`config.mk`:
```
export PLATFORM = sky130hd
export DESIGN_NAME = sym_response_scorer
export DESIGN_NICKNAME = d
export VERILOG_FILES = /design/src/rtl/sym_response_scorer_pkg.sv /design/src/rtl/sym_response_scorer_bcd_sat_counter.sv /design/src/rtl/sym_response_scorer.sv
export SDC_FILE = /design/constraint.sdc
export NUM_CORES = 1
export LEC_CHECK = 0
export ABC_AREA = 1
export BUFFER_PORTS_ARGS = -buffer_cell sky130_fd_sc_hd__buf_2
export CAP_MARGIN = 0
export CORE_MARGIN = 10
export CORE_UTILIZATION = 45
export CTS_CLUSTER_DIAMETER = 40
export DETAILED_ROUTE_END_ITERATION = 8
export PLACE_DENSITY = 0.64
export SLEW_MARGIN = 0
export SYNTH_ARGS = -nofsm -noshare
export SYNTH_HDL_FRONTEND = slang
export SYNTH_SLANG_ARGS = --single-unit
```
`constraint.sdc`:
```
create_clock -name Clk100M -period 1.5 [get_ports Clk100M]
set_input_delay 0.15 -clock Clk100M [delete_from_list [all_inputs] [get_ports Clk100M]]
set_output_delay 0.15 -clock Clk100M [all_outputs]
set_load 0.005 [all_outputs]
```
`src/rtl/sym_response_scorer_pkg.sv`:
```
// Shared types and constants for the symbol response scorer.
package sym_pkg;

  // Scorer FSM states
  typedef enum logic {
    ST_IDLE = 1'b0,
    ST_SHOW = 1'b1
  } state_e;

  // All segments off (the segments are active-low)
  localparam logic [7:0] SEG_BLANK = 8'hFF;

  localparam int BCD_W   = 4;
  localparam int COUNT_W = 8;

endpackage

```
`src/rtl/sym_response_scorer_bcd_sat_counter.sv`:
```
// Two-digit BCD counter that saturates at 99.
// A clear and an increment in the same cycle give a count of 01.
module bcd_sat_counter
  import sym_pkg::*;
(
  input  logic               Clk100M,
  input  logic               Reset,
  input  logic               clr,
  input  logic               inc,
  output logic [COUNT_W-1:0] count
);

  logic [BCD_W-1:0] ones_q, tens_q;
  logic [BCD_W-1:0] ones_d, tens_d;
  logic [BCD_W-1:0] ones_b, tens_b;

  // Next count: apply the clear first, then a saturating BCD increment
  always_comb begin
    ones_b = clr ? '0 : ones_q;
    tens_b = clr ? '0 : tens_q;
    ones_d = ones_b;
    tens_d = tens_b;
    if (inc && !(tens_b == 4'd9 && ones_b == 4'd9)) begin
      if (ones_b == 4'd9) begin
        ones_d = 4'd0;
        tens_d = tens_b + 4'd1;
      end else begin
        ones_d = ones_b + 4'd1;
      end
    end
  end

  // Digit registers
  always_ff @(posedge Clk100M) begin
    if (Reset) begin
      ones_q <= '0;
      tens_q <= '0;
    end else begin
      ones_q <= ones_d;
      tens_q <= tens_d;
    end
  end

  assign count = {tens_q, ones_q};

endmodule

```
`src/rtl/sym_response_scorer.sv`:
```
// Holds each generated symbol on the display for a response window and
// scores the player's press as a hit, miss or false press.
module sym_response_scorer
  import sym_pkg::*;
#(
  parameter int WINDOW_CYCLES = 50000000,
  parameter int FLASH_CYCLES  = 10000000
) (
  input  logic         Clk100M,
  input  logic         Reset,
  input  logic         gameActive,
  input  logic         generated,
  input  logic         special,
  input  logic [7:0]   generatedSym,
  input  logic         playerPress,
  output logic [7:0]   displaySeg,
  output logic         windowOpen,
  output logic         hitFlash,
  output logic [7:0]   hitCount,
  output logic [7:0]   missCount,
  output logic [7:0]   falseCount,
  output state_e       dbgState
);

  localparam int TW = $clog2(WINDOW_CYCLES);
  localparam int FW = (FLASH_CYCLES > 1) ? $clog2(FLASH_CYCLES) : 1;

  state_e        state_q, state_d;
  logic [TW-1:0] timer_q, timer_d;
  logic          pressed_q, pressed_d;
  logic          spec_q, spec_d;
  logic [7:0]    disp_q, disp_d;
  logic          active_q;
  logic [FW-1:0] flash_cnt_q;
  logic          flash_q;
  logic          hit_inc, miss_inc, false_inc;
  logic          clr_counts;
  logic          press, responded, win_end;

  assign press      = playerPress & gameActive;
  assign clr_counts = gameActive & ~active_q;
  assign responded  = pressed_q | press;
  assign win_end    = (timer_q == TW'(WINDOW_CYCLES - 1));

  // Next-state logic: window handling and scoring events
  always_comb begin
    state_d   = state_q;
    timer_d   = timer_q;
    pressed_d = pressed_q;
    spec_d    = spec_q;
    disp_d    = disp_q;
    hit_inc   = 1'b0;
    miss_inc  = 1'b0;
    false_inc = 1'b0;
    case (state_q)
      ST_IDLE: begin
        if (press) false_inc = 1'b1;
        if (generated && gameActive) begin
          state_d   = ST_SHOW;
          disp_d    = generatedSym;
          spec_d    = special;
          timer_d   = '0;
          pressed_d = 1'b0;
        end
      end
      ST_SHOW: begin
        if (!gameActive) begin
          // Game ended: abandon the window without scoring a miss
          state_d   = ST_IDLE;
          disp_d    = SEG_BLANK;
          timer_d   = '0;
          pressed_d = 1'b0;
        end else begin
          timer_d = timer_q + TW'(1);
          if (press && !pressed_q) begin
            if (spec_q) hit_inc = 1'b1;
            else        false_inc = 1'b1;
            pressed_d = 1'b1;
          end
          if (generated) begin
            // New symbol closes this window and opens the next one
            if (spec_q && !responded) miss_inc = 1'b1;
            disp_d    = generatedSym;
            spec_d    = special;
            timer_d   = '0;
            pressed_d = 1'b0;
          end else if (win_end) begin
            if (spec_q && !responded) miss_inc = 1'b1;
            state_d   = ST_IDLE;
            disp_d    = SEG_BLANK;
            timer_d   = '0;
            pressed_d = 1'b0;
          end
        end
      end
      default: begin
        state_d = ST_IDLE;
        disp_d  = SEG_BLANK;
      end
    endcase
  end

  // FSM, window timer and display registers
  always_ff @(posedge Clk100M) begin
    if (Reset) begin
      state_q   <= ST_IDLE;
      timer_q   <= '0;
      pressed_q <= 1'b0;
      spec_q    <= 1'b0;
      disp_q    <= SEG_BLANK;
      active_q  <= 1'b0;
    end else begin
      state_q   <= state_d;
      timer_q   <= timer_d;
      pressed_q <= pressed_d;
      spec_q    <= spec_d;
      disp_q    <= disp_d;
      active_q  <= gameActive;
    end
  end

  // Hit flash: each hit reloads the full duration
  always_ff @(posedge Clk100M) begin
    if (Reset) begin
      flash_q     <= 1'b0;
      flash_cnt_q <= '0;
    end else if (hit_inc) begin
      flash_q     <= 1'b1;
      flash_cnt_q <= FW'(FLASH_CYCLES - 1);
    end else if (flash_q) begin
      if (flash_cnt_q == '0) flash_q <= 1'b0;
      else                   flash_cnt_q <= flash_cnt_q - FW'(1);
    end
  end

  bcd_sat_counter u_hit (
    .Clk100M (Clk100M), .Reset (Reset), .clr (clr_counts),
    .inc (hit_inc), .count (hitCount)
  );

  bcd_sat_counter u_miss (
    .Clk100M (Clk100M), .Reset (Reset), .clr (clr_counts),
    .inc (miss_inc), .count (missCount)
  );

  bcd_sat_counter u_false (
    .Clk100M (Clk100M), .Reset (Reset), .clr (clr_counts),
    .inc (false_inc), .count (falseCount)
  );

  assign displaySeg = disp_q;
  assign windowOpen = (state_q == ST_SHOW);
  assign hitFlash   = flash_q;
  assign dbgState   = state_q;

endmodule

```
==> results of run 1 <==
how the worst max path moves through the flow:
stage / from / cells after the start / endpoint / slack (ns)
final: active_q / 10 / u_hit.tens_q[0] / -0.19
after global routing: active_q / 10 / u_hit.tens_q[0] / -0.21
after CTS: timer_q[1] / 8 / timer_q[16] / -0.1
after detailed placement: gameActive / 10 / u_miss.ones_q[3] / -0.23
after global placement: gameActive / 10 / u_miss.ones_q[3] / -0.21
after floorplan: timer_q[3] / 10 / timer_q[19] / -0.01
power by group:
group / leakage, nW / switching [W] / internal, W
Sequential: 0.714 / 0.0000237 / 0.00234
Combinational: 2.90 / 0.000361 / 0.000284
Clock: 0.120 / 0.000900 / 0.00110
Total: 3.74 / 0.00128 / 0.00373
area by class of cell:
cell class,count,area [µm²],share of cell area
Inverter,92,365,0.0456
Timing Repair Buffer,220,1740,0.218
Clock inverter,6,109,0.0136
Multi-Input combinational cell,557,3720,0.465
Clock buffer,10,128,0.0159
Tap cell,140,175,0.0219
Sequential cell,87,1770,0.221
sequential cells by signal, summed over array words and instances, names as in the netlist:
register	cells
active_q	1
dbgState	1
displaySeg	8
flash_cnt_q	24
hitFlash	1
pressed_q	1
spec_q	1
timer_q	26
u_false.ones_q	4
u_false.tens_q	4
u_hit.ones_q	4
u_hit.tens_q	4
u_miss.ones_q	4
u_miss.tens_q	4
per-layer routing:
metal	up-vias	global-route usage	wire length (µm)
met3	50	0.0468	916
met1	2863	0.208	7000
met4	0	0.0651	464
met5	-	0	0
li1	2853	-	-
met2	205	0.353	9500
logic make-up after synthesis:
logic type,Yosys count,share of synthesized area
simple gates,438,0.390
xor+xnor,30,0.0535
flops,87,0.354
compound gates,79,0.0889
buf+inv,111,0.0901
fa+ha+maj,9,0.0229
worst max-delay path, delay by kind of cell, from the launching register on:
family          cells  cell delay [ns]
simple gates        5             0.56
flops               1             0.34
buf+inv             3             0.40
compound gates      2             0.28
what timing repair did:
action                     4_1_cts  5_1_grt
hold buffers                     0        0
buffers inserted                22       20
cloned                           0        4
setup endpoints to repair       76       82
pin swaps                       40       71
resized for setup              113      201
per-stage QoR:
stage,total power (W),cells,area (µm²),util,hold slack [ns]
floorplan,0.00266,754,4970,-,0.275
global placement,0.00284,1051,6270,0.583,0.404
detailed placement,0.00285,1051,6270,0.583,0.412
CTS,0.00491,1089,7100,0.661,0.00588
global route,0.00518,1112,8010,0.746,0.0150
finish,0.00501,1112,8010,0.746,0.0199
placed cells by master (no fill, tap or decap), drive strengths merged:
cell type	count
a211oi	1
a21boi	1
a21oi	42
a31oi	1
a41oi	1
and2	1
and3	1
buf	218
bufinv	3
clkbuf	12
clkinv	3
dfxtp	87
ha	9
inv	92
nand2	199
nand3	65
nand3b	3
nand4	26
nor2	126
nor3	13
nor3b	2
nor4	2
o211ai	8
o21ai	20
o21bai	2
o22ai	2
o32ai	1
or2	1
xnor2	11
xor2	19
==> reports/results.tsv, run 1 <==
stage	metric	value	unit
worst_setup_path	largest fanout on the critical path	7	
grt	first-pass GRT wire length	25.5	mm
routing	final WL	17.9	mm
placement	RePlAce Congestion	0.949	
sta	max-slew violation count	0	
cts	maximum clock path buffer count	2	
yosys	Synth async-reset ratio	0	
yosys	Synth area leader	dfxtp_1	
power	PwrDens	625	mW/mm²
cells_and_area	layout cells sized above 1	0.475	
worst_setup_path	WS Path Type	reg2reg	
worst_setup_path	endpoint of the worst register-to-register path	u_hit.tens_q[0]	
yosys	net count of the mapped netlist	777	
min_path	hold path start	generatedSym[7]	
die	chip width	124	µm
grt	Total GRT Usage	0.192	
worst_setup_path	most used cell, CP	nand2_2	
die	row count	38	
die	Starting Density	0.457	
routing	DR iter-0 viols	571	
worst_setup_path	critical-path cell list	inv_2 > nand2_8 > buf_8 > nand2_2 > nand2_2 > nor2_4 > nand3_4 > buf_4 > o21ai_0 > a21oi_1	
worst_setup_path	max incr delay on CP	0.34	ns
cells_and_area	fillcell total	728	
yosys	Post-Synthesis Cells	754	
sta	Worst Skew	0.0110	ns
worst_setup_path	CP required	1.78	ns
sta	period utilisation layout	1.13	
cts	Clock Sinks	87	
cts	Clock Root Buffer	clkbuf_8	
sta	Setup WS post-layout	-0.188	ns
flow_run	Max-cap violations	0	
yosys	Seq/Total Area, Yosys	0.354	
yosys	FF+latch count, synth	87	
grt	GRT overflow	0	
cts	Num CTS Buffers	9	
sta	unrepaired setup endpoints after global routing	yes	
worst_setup_path	reg2reg path depth	10	
worst_setup_path	reg-to-reg setup timing slack	-0.19	ns
grt	largest net degree at the start of global routing	38	
cts	clk slew on worst S/H paths	0.10	ns
min_path	hold endpoint	displaySeg[7]	
sta	TNS Setup	-2.59	ns
yosys	EDFF count, synth	0	
routing	post-route DRC violation count	0	
yosys	top_reg_cell synth	dfxtp_1	
worst_setup_path	Critical Path Slowest Stage Cell	dfxtp_2	
min_path	hold path cells	3	
cts	CTS tree	built	
yosys	Netlist Area Pre-Place	0.00491	mm²
sta	Finish-stage setup viols	51	
placement	dpl ws	-0.227	ns
grt	vias in the first global route	5600	
sta	relative slew slack	0.693	
sta	Period minus WS final	1.69	ns
cells_and_area	Nets	990	
worst_setup_path	crit path launch type	flip-flop	
cells_and_area	Layout area overhead	63.1	%
routing	routed len/inst	16.1	µm
worst_setup_path	Crit path arrival time	1.97	ns
grt	initial antenna violation count	0	
worst_setup_path	r2r startpoint	active_q	
yosys	commonest cells in the synthesized netlist	nand2_1 (191), nor2_1 (122), dfxtp_1 (87), inv_1 (87), nand3_1 (63)	
placement	post-DP HPWL	10.6	mm
routing	DRT Pass-1 Iters	5	
routing	Via density	5.37	
min_path	Min-Delay Path Class	in2reg	
power	Max rail drop VDD	0.000631	V
die	core box area	0.0107	mm²
cts	Worst-Skew Late Latency	0.39	ns
die	io pins	49	
sta	Fmax achieved	592	MHz
power	Static Leak	3.74	nW
routing	Routed Antenna Nets	0	
yosys	post-synth top area share	0.354	
status	failing checks	setup timing	
worst_setup_path	endpoint class of the critical path	flip-flop	
sta	Worst Max-Slew Pin Slew	0.459	ns
die	DIE AREA	0.0155	mm²
placement	Buffers on Ports	48	
yosys	Synth cell types	40	
sta	Hold Fails Final Rpt	0	
cts	htree depth	3	
yosys	synthesized area per cell	6.52	µm²
yosys	most common cell in the netlist	nand2_1	
cells_and_area	ANT cells	0	
yosys	Synth warnings	0	
yosys	synth top area cells	dfxtp_1 (35%), nand2_1 (15%), nor2_1 (9.3%), inv_1 (6.6%), nand3_1 (6.4%)	
status	status	finished, violations left	
die	Die H	124	µm
routing	routed via count	5971	
(Power assumes the default switching activity.)
==> run 2: changes to the inputs <==
--- a/config.mk
+++ b/config.mk
@@ -8,7 +8,6 @@
 export ABC_AREA = 1
 export BUFFER_PORTS_ARGS = -buffer_cell sky130_fd_sc_hd__buf_2
 export CAP_MARGIN = 0
-export CORE_MARGIN = 10
 export CORE_UTILIZATION = 45
 export CTS_CLUSTER_DIAMETER = 40
 export DETAILED_ROUTE_END_ITERATION = 8
==> run 2 against run 1 <==
Effect of this change: the run still ends with setup timing left; clock power fell by 25%; first-iteration DRC count fell by 38%; hold slack improved by 0.046 ns; core utilization rose by 0.54 points; die area fell by 27%; global-route usage rose by 7.3 points; routed wire length fell by 7.2%; sequential cell count did not move; combinational power fell by 3.9%; critical endpoint is now u_hit.ones_q[3]; largest cell class unchanged; largest power group unchanged.
==> reports/results.tsv, run 2 (synthesis gave the netlist of run 1 again) <==
stage	metric	value	unit	change
cells_and_area	ANT cells	0		unchanged
grt	met2 Track Usage GR	0.476		+0.123
worst_setup_path	CP required	1.76	ns	-0.02 ns
worst_setup_path	WS Path Type	reg2reg		
cts	CTS tree	built		
grt	M3 GR Usage	0.0454		-0.00144
flow_run	Max-cap violations	0		unchanged
cts	Clock Sinks	87		unchanged
cells_and_area	max FFs per register	26		unchanged
routing	final WL	16.6	mm	-7.2%
grt	initial antenna violation count	0		unchanged
cts	Worst-Skew Late Latency	0.37	ns	-0.02 ns
grt	met1 Resource Use GR	0.313		+0.105
cells_and_area	most frequent cells in the layout	nand2_1 (139), buf_4 (133), nor2_1 (80)		
routing	routed via count	5850		-2.0%
sta	max-slew violation count	0		unchanged
sta	unrepaired setup endpoints after global routing	yes		
sta	TNS Setup	-2.29	ns	+0.305 ns
sta	Worst Skew	0.00693	ns	-0.00409 ns
routing	post-route DRC violation count	0		unchanged
worst_setup_path	crit path launch type	flip-flop		
cts	clk slew on worst S/H paths	0.08	ns	-0.02 ns
power	Max rail drop VDD	0.000659	V	+4.4%
die	DIE AREA	0.0113	mm²	-27%
cells_and_area	Nets	987		-0.30%
worst_setup_path	Crit path arrival time	1.90	ns	-0.07 ns
sta	period utilisation layout	1.09		-0.0343
routing	Routed Antenna Nets	0		unchanged
worst_setup_path	largest fanout on the critical path	5		-2
min_path	Min-Delay Path Class	in2reg		
cts	hold_buf cts	0		unchanged
power	PwrDens	572	mW/mm²	-8.6%
cells_and_area	Layout area overhead	60.0	%	
cts	htree depth	3		unchanged
grt	largest net degree at the start of global routing	28		-26%
cells_and_area	fillcell total	736		+1.1%
grt	Total GRT Usage	0.265		+0.0729
sta	Period minus WS final	1.64	ns	-0.0515 ns
cts	Clock Root Buffer	clkbuf_8		
sta	Worst Max-Slew Pin Slew	0.439	ns	-0.0204 ns
die	io pins	49		unchanged
sta	relative slew slack	0.707		+0.0136
grt	GRT overflow	0		unchanged
sta	Fmax achieved	611	MHz	+3.1%
placement	RePlAce Congestion	0.851		-10%
routing	Via density	5.30		-1.2%
cts	maximum clock path buffer count	2		unchanged
grt	vias in the first global route	5346		-4.5%
status	failing checks	setup timing		
cells_and_area	layout cells sized above 1	0.463		-0.0120
die	Starting Density	0.470		+0.0124
cells_and_area	most common cell after layout, fill and taps aside	nand2_1		
grt	GRT busiest layer	met2		
placement	post-DP HPWL	10.5	mm	-0.52%
routing	routed len/inst	15.0	µm	-6.5%
sta	Final Hold Slack	0.0656	ns	+0.0456 ns
sta	Finish-stage setup viols	37		-27%
placement	Buffers on Ports	48		unchanged
power	Static Leak	3.68	nW	-1.5%
routing	DR iter-0 viols	353		-38%
sta	Hold Fails Final Rpt	0		unchanged
status	status	finished, violations left		
die	core box area	0.0105	mm²	-2.6%
die	chip width	106	µm	-14%
die	Die H	106	µm	-14%
die	row count	37		-2.6%
grt	first-pass GRT wire length	24.0	mm	-6.1%
routing	DRT Pass-1 Iters	5		unchanged
cells_and_area	Biggest register	timer_q		
worst_setup_path	endpoint class of the critical path	flip-flop		
placement	dpl ws	-0.192	ns	+0.0356 ns
sta	Setup WS post-layout	-0.137	ns	+0.0515 ns
cts	Num CTS Buffers	9		unchanged
[run 2: final cells by class]
cell class | count | area [µm²] | area share
multi-input cells | 557 | 3700 | 0.471
clock inverters | 1 | 5.00 | 0.000637
repair buffers | 217 | 1680 | 0.214
inverters | 92 | 370 | 0.0471
clock buffers | 13 | 159 | 0.0202
well taps | 136 | 170 | 0.0216
flip-flops and latches | 87 | 1770 | 0.226
[run 2: routing by layer]
layer	vias up	part of all wire	wire (µm)
met5	-	0	0
met4	0	0.039	649
met3	60	0.058	968
met2	213	0.51	8520
met1	2736	0.39	6450
li1	2841	-	-
[run 2: worst paths after layout]
check	startpoint	to	slack [ns]	cells past startpoint
worst min register to register	u_false.ones_q[3]	u_false.ones_q[3]	0.49	1
worst max-delay path	active_q	u_hit.ones_q[3]	-0.14	12
worst min-delay path	generatedSym[4]	displaySeg[4]	0.07	3
worst max register to register	active_q	u_hit.ones_q[3]	-0.14	12
[run 2: through the flow]
stage               total power, W  cell area, µm²   util  instances
global route               0.00466            7860  0.751       1103
detailed placement         0.00285            6230  0.596       1043
global placement           0.00284            6230  0.596       1043
floorplan                  0.00266            4970      -        754
CTS                        0.00440            6960  0.665       1076
finish                     0.00449            7860  0.751       1103
[run 2: where the power goes]
group          internal (W)  switching [W]  leakage (nW)
clock network      0.000675       0.000832        0.0854
registers           0.00233      0.0000314         0.714
logic              0.000263       0.000357          2.88
total               0.00327        0.00122          3.68
[run 2: worst max-delay path: stages (launching register included)]
cell	delay, ns
dfxtp_4	0.38
inv_4	0.07
nand2_8	0.06
buf_12	0.15
nand2_2	0.10
nand2_4	0.07
nor2_4	0.15
buf_6	0.13
nand2_4	0.06
nand2_4	0.11
nor3_2	0.05
nor2_1	0.14
nor2_1	0.06
[run 2: what timing repair did]
item	in CTS	in global routing
setup buffers	20	26
resized for setup	113	203
cloned	0	2
pin swaps	43	91
endpoints found under the setup margin	79	82
hold endpoints to repair	0	0
